$ cat src/rtl/seq_clk_step_gen.sv
// Sequence-clock generator: divides REF_CLK_TICK by DIV and steps an index modulo CYCLE.
// Start is aligned to SYNC; CYCLE/DIV/LOOP are shadow-buffered and reloaded at INIT or wrap.
module seq_clk_step_gen #(
   parameter int CYCLE_W = 16,
   parameter int DIV_W   = 16
) (
   input  logic               CLK,
   input  logic               RST_N,
   input  logic               SEQ_CLK_INIT,
   input  logic               SYNC,
   input  logic               REF_CLK_TICK,
   input  logic [CYCLE_W-1:0] CYCLE_IN,
   input  logic [DIV_W-1:0]   DIV_IN,
   input  logic               LOOP_MODE,
   input  logic               UPDATE,
   output logic [CYCLE_W-1:0] SEQ_IDX,
   output logic               SEQ_STEP,
   output logic               SEQ_WRAP,
   output logic               RUNNING,
   output logic               DONE
);

   typedef enum logic [1:0] {
      ST_IDLE  = 2'd0,
      ST_ARMED = 2'd1,
      ST_RUN   = 2'd2,
      ST_DONE  = 2'd3
   } state_t;

   localparam logic [CYCLE_W-1:0] CYCLE_ONE = CYCLE_W'(1);
   localparam logic [DIV_W-1:0]   DIV_ONE   = DIV_W'(1);

   state_t             state_q, state_d;
   logic [CYCLE_W-1:0] idx_q, idx_d;
   logic [DIV_W-1:0]   div_cnt_q, div_cnt_d;
   logic               step_q, step_d;
   logic               wrap_q, wrap_d;
   logic               running_q, running_d;
   logic               done_q, done_d;

   logic [CYCLE_W-1:0] cycle_sh_q, cycle_sh_d;
   logic [DIV_W-1:0]   div_sh_q, div_sh_d;
   logic               loop_sh_q, loop_sh_d;
   logic [CYCLE_W-1:0] cycle_act_q, cycle_act_d;
   logic [DIV_W-1:0]   div_act_q, div_act_d;
   logic               loop_act_q, loop_act_d;

   logic [CYCLE_W-1:0] cycle_in_m;
   logic [DIV_W-1:0]   div_in_m;
   logic               div_hit;
   logic               idx_last;

   assign cycle_in_m = (CYCLE_IN == '0) ? CYCLE_ONE : CYCLE_IN;
   assign div_in_m   = (DIV_IN == '0) ? DIV_ONE : DIV_IN;

   // Active values only change while idx/div_cnt are zero, so these compares never overshoot.
   assign div_hit  = (div_cnt_q == div_act_q - DIV_ONE);
   assign idx_last = (idx_q == cycle_act_q - CYCLE_ONE);

   always_comb begin
      state_d     = state_q;
      idx_d       = idx_q;
      div_cnt_d   = div_cnt_q;
      step_d      = 1'b0;
      wrap_d      = 1'b0;
      running_d   = running_q;
      done_d      = done_q;
      cycle_sh_d  = cycle_sh_q;
      div_sh_d    = div_sh_q;
      loop_sh_d   = loop_sh_q;
      cycle_act_d = cycle_act_q;
      div_act_d   = div_act_q;
      loop_act_d  = loop_act_q;

      if (UPDATE) begin
         cycle_sh_d = cycle_in_m;
         div_sh_d   = div_in_m;
         loop_sh_d  = LOOP_MODE;
      end

      if (SEQ_CLK_INIT) begin
         state_d     = ST_ARMED;
         idx_d       = '0;
         div_cnt_d   = '0;
         running_d   = 1'b0;
         done_d      = 1'b0;
         cycle_act_d = cycle_sh_d;
         div_act_d   = div_sh_d;
         loop_act_d  = loop_sh_d;
      end else begin
         case (state_q)
            ST_IDLE: begin
               state_d = ST_IDLE;
            end
            ST_ARMED: begin
               if (SYNC) begin
                  state_d   = ST_RUN;
                  idx_d     = '0;
                  div_cnt_d = '0;
                  running_d = 1'b1;
               end
            end
            ST_RUN: begin
               if (REF_CLK_TICK) begin
                  if (!div_hit) begin
                     div_cnt_d = div_cnt_q + DIV_ONE;
                  end else begin
                     div_cnt_d = '0;
                     if (!idx_last) begin
                        idx_d  = idx_q + CYCLE_ONE;
                        step_d = 1'b1;
                     end else if (loop_act_q) begin
                        idx_d       = '0;
                        step_d      = 1'b1;
                        wrap_d      = 1'b1;
                        cycle_act_d = cycle_sh_d;
                        div_act_d   = div_sh_d;
                        loop_act_d  = loop_sh_d;
                     end else begin
                        state_d   = ST_DONE;
                        running_d = 1'b0;
                        done_d    = 1'b1;
                     end
                  end
               end
            end
            ST_DONE: begin
               state_d = ST_DONE;
            end
            default: begin
               state_d = ST_IDLE;
            end
         endcase
      end
   end

   always_ff @(posedge CLK or negedge RST_N) begin
      if (!RST_N) begin
         state_q     <= ST_IDLE;
         idx_q       <= '0;
         div_cnt_q   <= '0;
         step_q      <= 1'b0;
         wrap_q      <= 1'b0;
         running_q   <= 1'b0;
         done_q      <= 1'b0;
         cycle_sh_q  <= CYCLE_ONE;
         div_sh_q    <= DIV_ONE;
         loop_sh_q   <= 1'b1;
         cycle_act_q <= CYCLE_ONE;
         div_act_q   <= DIV_ONE;
         loop_act_q  <= 1'b1;
      end else begin
         state_q     <= state_d;
         idx_q       <= idx_d;
         div_cnt_q   <= div_cnt_d;
         step_q      <= step_d;
         wrap_q      <= wrap_d;
         running_q   <= running_d;
         done_q      <= done_d;
         cycle_sh_q  <= cycle_sh_d;
         div_sh_q    <= div_sh_d;
         loop_sh_q   <= loop_sh_d;
         cycle_act_q <= cycle_act_d;
         div_act_q   <= div_act_d;
         loop_act_q  <= loop_act_d;
      end
   end

   assign SEQ_IDX  = idx_q;
   assign SEQ_STEP = step_q;
   assign SEQ_WRAP = wrap_q;
   assign RUNNING  = running_q;
   assign DONE     = done_q;

endmodule

$ cat config.mk
export PLATFORM = sky130hd
export DESIGN_NAME = seq_clk_step_gen
export DESIGN_NICKNAME = d
export VERILOG_FILES = /design/src/rtl/seq_clk_step_gen.sv
export SDC_FILE = /design/constraint.sdc
export NUM_CORES = 1
export LEC_CHECK = 0
export ABC_AREA = 1
export CORE_UTILIZATION = 40
export CTS_BUF_LIST = sky130_fd_sc_hd__clkbuf_16
export DETAILED_ROUTE_END_ITERATION = 8
export HOLD_SLACK_MARGIN = 0.03
export PLACE_DENSITY_LB_ADDON = 0.12
export SYNTH_ARGS = -nofsm -noshare
export SYNTH_HDL_FRONTEND = slang
export SYNTH_SLANG_ARGS = --single-unit
export TNS_END_PERCENT = 10
$ cat constraint.sdc
create_clock -name CLK -period 2.8 [get_ports CLK]
set_clock_uncertainty 0.05 [all_clocks]
set_input_delay 0.42 -clock CLK [delete_from_list [all_inputs] [get_ports CLK]]
set_output_delay 0.42 -clock CLK [all_outputs]
set_load 0.1 [all_outputs]
==> results of run 1 <==
-- worst paths after layout --
check / slack (ns) / cells after the start / to
hold reg to reg: 0.43 / 2 / DONE
setup / recovery: 0.21 / 17 / div_act_q[2]
hold / removal: 0.03 / 1 / div_cnt_q[15]
max in group asynchronous: 1.90 / 2 / cycle_act_q[0]
min in group CLK: 0.43 / 2 / DONE
setup reg to reg: 0.21 / 17 / div_act_q[2]
-- registers in the layout, summed over array words and instances, names as in the netlist, 2 cells and up --
| signal | count |
|---|---|
| div_act_q | 16 |
| state_q | 2 |
| cycle_act_q | 16 |
| SEQ_IDX | 16 |
| cycle_sh_q | 16 |
| div_cnt_q | 16 |
| div_sh_q | 16 |
-- per-layer routing --
| metal | share of wire [%] | routed length (um) | vias to the layer above | global-route usage (%) |
|---|---|---|---|---|
| li1 | - | - | 3100 | - |
| met1 | 54 | 8660 | 2646 | 32.0 |
| met2 | 40 | 6390 | 137 | 28.1 |
| met3 | 4.2 | 679 | 16 | 2.56 |
| met4 | 1.7 | 271 | 0 | 7.06 |
| met5 | 0 | 0 | - | 0 |
-- cell type report --
class | instances | area, um2 | share of cell area [%]
clock buffers | 9 | 225 | 2.95
clock inverters | 7 | 71.3 | 0.935
inverters | 89 | 334 | 4.38
multi-input cells | 714 | 3440 | 45.1
flip-flops and latches | 104 | 2610 | 34.2
well taps | 216 | 270 | 3.54
repair buffers | 73 | 678 | 8.89
-- where the power goes --
part	switching (uW)	total (uW)	internal, uW	leakage (uW)
sequential	230	1940	1720	0.00134
combinational	1220	1860	633	0.00228
clock	592	1290	696	0.000145
-- cell usage in the layout, fill, tap and decap left out, drive strengths merged --
cell type      count
nand2            363
nor2             113
dfrtp             98
inv               92
nand3             62
nand4             50
clkdlybuf4s50     37
buf               36
xor2              35
o21ai             22
nand3b            18
nor3              15
nor4              13
xnor2              9
clkbuf             9
a21oi              6
dfstp              6
ha                 4
clkinv             2
and2               1
or2                1
nor3b              1
a31oi              1
clkinvlp           1
bufinv             1
-- stage by stage --
step	TNS (ns)	setup slack (ns)
global placement	0	0.128
floorplan	0	0.161
global route	-0.177	-0.0237
finish	0	0.213
detailed placement	0	0.0432
CTS	0	0.0337
-- timing repair --
item	4_1_cts	5_1_grt
setup buffers	0	0
setup endpoints to repair	0	45
resized for setup	0	6
-- kinds of logic (layout without fill, tap and decap cells) --
family | after synthesis | after routing | share of synthesized area [%]
AO/OA/AOI/OAI | 29 | 29 | 2.26
XOR/XNOR | 44 | 44 | 5.94
buffers and inverters | 117 | 178 | 7.50
adder cells (fa/ha/maj) | 4 | 4 | 0.771
AND/OR/NAND/NOR | 635 | 637 | 43.3
flip-flops | 104 | 104 | 40.2
==> results.md, run 1 <==
Status:
- The flow ran to the end, and the final reports show no timing, DRC or antenna violations.

STA:
- At the pin with the least slew margin, the transition time is 0.662 ns.
- The final-report setup violation count is 0.
- The max-slew violation total from the final report is 0.
- Setup repair after global routing could not meet its margin everywhere.
- The worst pin sits at a relative slew slack of a little under three fifths.
- The worst slack on hold paths is 0.0328 ns.
- The number of hold violations in the final report was 0.
- The clock period could shrink to 2.59 ns.
- The fraction of the cycle the final worst path needs is 92.4%.
- Static timing analysis puts the maximum clock frequency at 0.387 GHz.

Power and ir drop:
- The leakage power of the design is approximately 0.0038 uW.
- The total power consumption of the routed design is around 5100 uW.
- The worst vdd rail ir drop is 0.000310 V.
- For this design the ratio of total power to cell area is 667 nW/um2.

Placement:
- After detailed placement, the total cell area comes to 7280 um2.
- The HPWL after detailed placement is 12.2 mm.
- Counting tap cells, the placed design contains a total of roughly 1200 instances.
- At the end of routability-driven placement, the weighted congestion stood at 0.884.
- During placement, the flow inserted port buffers numbering 58.

Cells and area:
- The antenna cell count is 0.
- With fillers left out, the area of the finished cells amounts to 7630 um2.
- The layout has 1675 filler cells.
- From synthesis to final layout, the design area changed by 17.6%.
- The layout net count is 1034.
- The share of the core filled with cells in the final layout is 48.0%.
- The post-layout instance count excluding filler cells is 1212.
- The share of cells above drive strength 1 is 9.14%.

Yosys:
- The most instantiated flip-flop cell in the synthesis netlist is dfrtp_1.
- The library cell with the largest summed area after synthesis is dfrtp_1.
- The share of flip-flops with an asynchronous set or reset is between 90% and 100%.
- Synthesis produced a netlist with a net count of 976.
- The number of standard cells after synthesis is 933.
- Yosys mapped a number of flops with a built-in enable equal to 0.
- After synthesis, the mean cell area works out to 6.95 um2.
- The proportion of synthesized chip area in sequential cells is 40.2%.
- The synthesized design contains between 100 and 150 register bits.
- By count the netlist is led by 359 x nand2_1, 100 x nor2_1, 98 x dfrtp_1.
- The post-synthesis instance area is 6490 um2.
- By area the synthesized netlist is led by dfrtp_1 38%, nand2_1 21%, nor2_1 5.8%.
- The dominant cell by count in the synthesized netlist is nand2_1.
- The Yosys step of the flow raised 0 warnings.
- The area share of the largest cell type after synthesis is 37.8%.
- The synthesized netlist contains 32 unique library cells.

Global routing:
- The first-pass GRT wire length is 26.7 mm.
- The initial antenna violation count is 0.
- The via count of the first global-routing pass was 5288.
- The overall global routing resource usage is 20.3%.
- Global routing finished with a remaining overflow of 0.
- The pin count of the biggest net entering global routing is 52.

Clock tree:
- The clock reaches the later pin of the worst-skew pair after 0.35 ns.
- Hold repair after CTS inserted 0 buffers.
- The clock drives 104 sinks.
- The H-tree depth reported by CTS is 3.
- Buffers inserted during clock tree synthesis total 9.
- The clock tree root buffer cell is clkbuf_16.
- The clock input transition at the sequential cells of the worst setup and hold paths is 0.07 ns.
- The buffer levels on the longest clock path is 2.
- TritonCTS built the clock tree.

Setup path:
- In this design, the stage delay of the slowest critical-path cell is about 0.56 ns.
- For the worst setup path, the data arrival time is around 2.8 ns.
- The most critical setup path has its startpoint at cycle_act_q[0].
- The capturing element type of the critical path is a register.
- At the worst endpoint, the required time is 3.00 ns.
- In this run the critical register-to-register path is launched from cycle_act_q[0].
- Counting both buffers and inverters, the worst setup path holds a total of 2.
- The startpoint kind of the worst setup timing path is a register.
- Traced cell by cell, the critical path runs through inv_2 > ha_1 > inv_1 > nand2_1 > nand2_1 > nor2_2 > nand3_1 > nor2_1 > nand2_1 > nor2_1 > nand3_1 > nor2_4 > nor2_2 > nor2_8 > nand3_4 > nand2_1 > nand2_1.
- The kind of critical path is register to register.
- The cell type of the slowest stage on the worst timing path is dfstp_2.
- Broken down by cell family, the worst path's largest delay share belongs to simple AND/OR/NAND/NOR gates.
- Along the worst path, the maximum fanout reaches 16.
- In this design, the critical path's most frequently occurring cell is nand2_1.

Drt:
- In the routed layout, each cell is associated on average with a via count of 4.87.
- The remaining antenna violation count is 0.
- The final layout contains routed wiring with a total length of 16.0 mm.
- Summing over every cut layer, the via total after detailed routing is 5899.
- The DRC violations left is 0.
- The starting DRC count in detailed routing is roughly 350.
- The number of search-and-repair iterations in the first detailed-routing pass is 6.
- The routed length per instance is roughly 13 um.

Floorplanning:
- The initialized floorplan defines 46 standard-cell rows.
- The I/O pin total is 59.
- The die covers approximately 17000 um2.
- The area of the placeable core is 15900 um2.
- The die is 129 um wide.
- The initial utilization of the core area, before any placement, comes to 40.8%.
- The die is about 130 um tall.

Job:
- Max-cap violations in this run came to 0.

Hold path:
- The path class of the tightest hold or removal check is primary input to async pin.
(Power assumes the default switching activity.)
==> run 2: changes to the inputs <==
ABC_AREA = default   (was 1)
clock period = 3.3 ns   (was 2.8 ns; I/O delays follow)
==> results.md, run 2 <==
Status:
- Result of the run: finished, violations left (was finished, final reports clean).
- The final reports fail on setup timing.

STA:
- The transition time of the tightest slew-check pin is 0.960 ns (was 0.662 ns).
- The final setup slack of the worst path is -0.0803 ns (was 0.213 ns).
- The number of hold violations in the final report is 0 (unchanged).
- The relative max-transition margin is 35.8% (was 55.8%).
- The max-slew violation total from the final report is 0 (unchanged).
- The post-route minimum period is 3.38 ns (was 2.59 ns).
- The achievable frequency came to 0.296 GHz (was 0.387 GHz).
- The fraction of the cycle the final worst path needs was 102% (was 92.4%).
- RSZ-0062 raised after global routing: yes (unchanged).
- The final-report setup violation count is 43 (was 0).

Power and ir drop:
- The cell-internal power is 2270 uW (was 3040 uW).
- The share of total power in the clock network is 31.3% (was 25.3%).
- The worst vdd rail ir drop is 0.000243 V (was 0.000310 V).
- The share of total power in sequential cells is 46.3% (was 38.2%).
- The leakage power of the design is 0.00313 uW (was 0.00376 uW).
- The power per cell area came to 434 nW/um2 (was 667 nW/um2).
- The switching power share of the total came to 29.1% (was 40.2%).
- The combinational power share is 22.4% (was 36.5%).
- The net switching power of the design was 933 uW (was 2050 uW).
- The total power consumption of the routed design is 3200 uW (was 5090 uW).

Clock tree:
- The buffer levels on the longest clock path is 2 (unchanged).
- The TritonCTS sink count is 104 (unchanged).
- The number of clock buffers inserted by TritonCTS is 9 (unchanged).
- The TritonCTS clock tree is yes (unchanged).
- The H-tree depth reported by CTS is 3 (unchanged).
- The number of buffers inserted by hold repair at cts came to 0 (unchanged).
- The clock tree root buffer cell is clkbuf_16 (unchanged).
- The clock input transition at the sequential cells of the worst setup and hold paths is 0.07 ns (about the same).
- The clock network latency to the later pin of the worst-skew pair came to 0.35 ns (about the same).

Job:
- The max capacitance violation total is 0 (unchanged).

Hold path:
- The worst hold path class is primary input to async pin (unchanged).

Global routing:
- The pin count of the biggest net entering global routing came to 55 (was 52).
- The overall global routing resource usage is 20.3% (about the same).
- The remaining global-route overflow is 0 (unchanged).
- The via count of the first global-routing pass is 4667 (was 5288).
- The initial antenna violation count is 0 (unchanged).
- The first-pass GRT wire length is 23.7 mm (was 26.7 mm).

Setup path:
- The kind of critical path is register to register (unchanged).
- The largest fanout on the critical path is 16 (unchanged).
- The arrival time at the worst endpoint was 3.56 ns (was 2.78 ns).
- The critical path's top delay family is simple AND/OR/NAND/NOR gates (unchanged).
- The delay of the slowest critical-path stage is 0.46 ns (was 0.56 ns).
- The startpoint kind of the worst setup timing path is a register (unchanged).
- The endpoint of the lowest-slack register-to-register path is div_act_q[10] (was div_act_q[2]).
- The startpoint of the worst setup timing path is div_act_q[1] (was cycle_act_q[0]).
- The cell type of the slowest stage on the worst timing path is or4_4 (was dfstp_2).
- The origin of the critical flop-to-flop path is div_act_q[1] (was cycle_act_q[0]).
- The cell with the most instances on the worst path was or4_4 (was nand2_1).
- The register-to-register path setup slack was -0.08 ns (was 0.21 ns).
- The combined buffer and inverter count along the critical path is 2 (unchanged).
- The required arrival time at the worst endpoint is 3.48 ns (was 3.00 ns).
- The capturing element type of the critical path is a register (unchanged).
- Cells along the critical path: inv_2 > ha_4 > or3b_4 > or4_4 > a2111oi_4 > o2111ai_1 > or4_4 > nor4_4 > a21oi_4 > buf_12 > mux2_4 (was inv_2 > ha_1 > inv_1 > nand2_1 > nand2_1 > nor2_2 > nand3_1 > nor2_1 > nand2_1 > nor2_1 > nand3_1 > nor2_4 > nor2_2 > nor2_8 > nand3_4 > nand2_1 > nand2_1).
- The worst reg-to-reg path cell count came to 11 (was 17).

Yosys:
- The area share of the largest cell type after synthesis is 41.7% (was 37.8%).
- The number of synthesized flops with an enable pin is 0 (unchanged).
- The share of flip-flops with an asynchronous set or reset is 100% (unchanged).
- The average footprint of a synthesized cell is 10.8 um2 (was 6.95 um2).
- The post-synthesis instance area came to 5870 um2 (was 6490 um2).
- Ranking of synthesized cells by instance count: 98 x dfrtp_1, 35 x nor2_1, 34 x mux2_2 (was 359 x nand2_1, 100 x nor2_1, 98 x dfrtp_1).
- The dominant cell by count in the synthesized netlist is dfrtp_1 (was nand2_1).
- The library cell with the largest summed area after synthesis is dfrtp_1 (unchanged).
- Area contributors post-synth: dfrtp_1 42%, mux2_4 7.7%, mux2_2 6.5% (was dfrtp_1 38%, nand2_1 21%, nor2_1 5.8%).
- The proportion of synthesized chip area in sequential cells is 44.4% (was 40.2%).
- The most instantiated flip-flop cell in the synthesis netlist is dfrtp_1 (unchanged).
- The number of warnings reported in the yosys synthesis log is 0 (unchanged).
- The net count after synthesis is 589 (was 976).
- The register bit total from synthesis is 104 (unchanged).
- The number of standard cells after synthesis was 546 (was 933).
- The count of cell types in the netlist is 61 (was 32).

Floorplanning:
- The I/O pin total was 59 (unchanged).
- The row count is 43 (was 46).
- The effective utilization at floorplan is 41.7% (was 40.8%).
- The overall die area is 15200 um2 (was 16700 um2).
- The horizontal die dimension is 123 um (was 129 um).
- The area of the placeable core came to 14100 um2 (was 15900 um2).
- The vertical extent of the die is 123 um (was 129 um).

Cells and area:
- The post-route cell area is 7390 um2 (was 7630 um2).
- Commonest cells after routing, fill and taps aside: 98 x dfrtp_1, 72 x buf_4, 39 x clkdlybuf4s50_1, 35 x nor2_1, 34 x mux2_2 (was 359 x nand2_1, 98 x dfrtp_1, 98 x nor2_1, 81 x inv_1, 57 x nand3_1).
- The antenna cell count is 0 (unchanged).
- The area of the multi-input gates is 3140 um2 (was 3440 um2).
- The area taken by flip-flops and latches was 2610 um2 (unchanged).
- The fill cell instance count of the final layout came to 1290 (was 1675).
- The most frequent standard cell in the layout excluding fill and tap cells is dfrtp_1 (was nand2_1).
- The area overhead of the layout relative to synthesis is 25.8% (was 17.6%).
- The share of cells above drive strength 1 is 29.5% (was 9.14%).
- The layout net count is 693 (was 1034).

Drt:
- The via density per instance is 5.54 (was 4.87).
- The routed length per instance came to 17.3 um (was 13.2 um).
- The routed via count is 4622 (was 5899).
- The remaining antenna violation count is 0 (unchanged).
- The number of search-and-repair iterations in the first detailed-routing pass was 4 (was 6).
- The DRC violations left was 0 (unchanged).
- The total length of routed wires is 14.5 mm (was 16.0 mm).
- The starting DRC count in detailed routing is 238 (was 352).

Placement:
- The half-perimeter wire length of the detailed placement result is 10.7 mm (was 12.2 mm).
- The count of buffers from port buffering is 58 (unchanged).
- The post-placement cell area is 7020 um2 (was 7280 um2).
- The final weighted congestion of routability-driven global placement is 0.803 (was 0.884).
==> run 2: final cells by class <==
cell class,count,area share (%)
clock inverter,7,0.660
multi-input combinational,400,42.5
sequential,104,35.3
timing repair buffer,119,14.6
inverter,16,0.813
tap,180,3.05
clock buffer,9,3.05
==> run 2: how the worst max path moves through the flow <==
stage                                  to  cells after the start
after floorplan           cycle_act_q[10]                     12
after global placement     cycle_act_q[1]                     11
after detailed placement   cycle_act_q[1]                     11
after CTS                 cycle_act_q[13]                      9
after global routing        div_act_q[10]                     11
final                       div_act_q[10]                     11
==> run 2: through the flow <==
stage / setup TNS (ns) / setup WS [ns] / util [%] / hold WS [ns] / instances
2_1_floorplan: -10.72 / -0.275 / - / 0.149 / 546
3_3_place_gp: -5.25 / -0.149 / 49.8 / 0.435 / 815
3_5_place_dp: -6.31 / -0.174 / 49.8 / 0.438 / 815
4_1_cts: -2.57 / -0.0792 / 51.9 / 0.176 / 833
5_1_grt: -7.45 / -0.198 / 52.4 / 0.205 / 835
6_report: -1.72 / -0.0803 / 52.4 / 0.151 / 835
==> run 2: timing repair <==
action                                  in CTS  in global routing
gates resized for setup                      2                  9
buffers inserted                             2                  1
gates cloned                                 0                  1
pin swaps                                    2                  1
endpoints found under the setup margin      46                 54
==> run 2: cells by family (layout without fill, tap and decap cells) <==
family	count (synthesis)	count (layout)	synth area share [%]
adders and majority gates	4	4	0.852
xor gates and xnor gates	47	47	7.01
DFF	104	104	44.4
and+or+nand+nor	199	199	19.6
buffers and inverters	42	151	3.13
muxes	66	66	14.5
AOI/OAI and AO/OA	84	84	10.5
==> run 2: layer usage <==
metal	part of all wire, %	vias to the layer above	GRT usage (%)
met2	50	83	34.8
met3	3.7	20	3.46
met5	0	-	0
met1	45	2289	25.6
met4	2.0	0	7.30
li1	-	2230	-
==> run 2: power by group through the flow <==
| stage | logic, uW | registers, uW | clock network, uW |
|---|---|---|---|
| global route | 783 | 1500 | 1090 |
| CTS | 709 | 1480 | 1040 |
| finish | 718 | 1480 | 1000 |
| floorplan | 414 | 1510 | 0 |
| global placement | 687 | 1500 | 0 |
| detailed placement | 701 | 1510 | 0 |
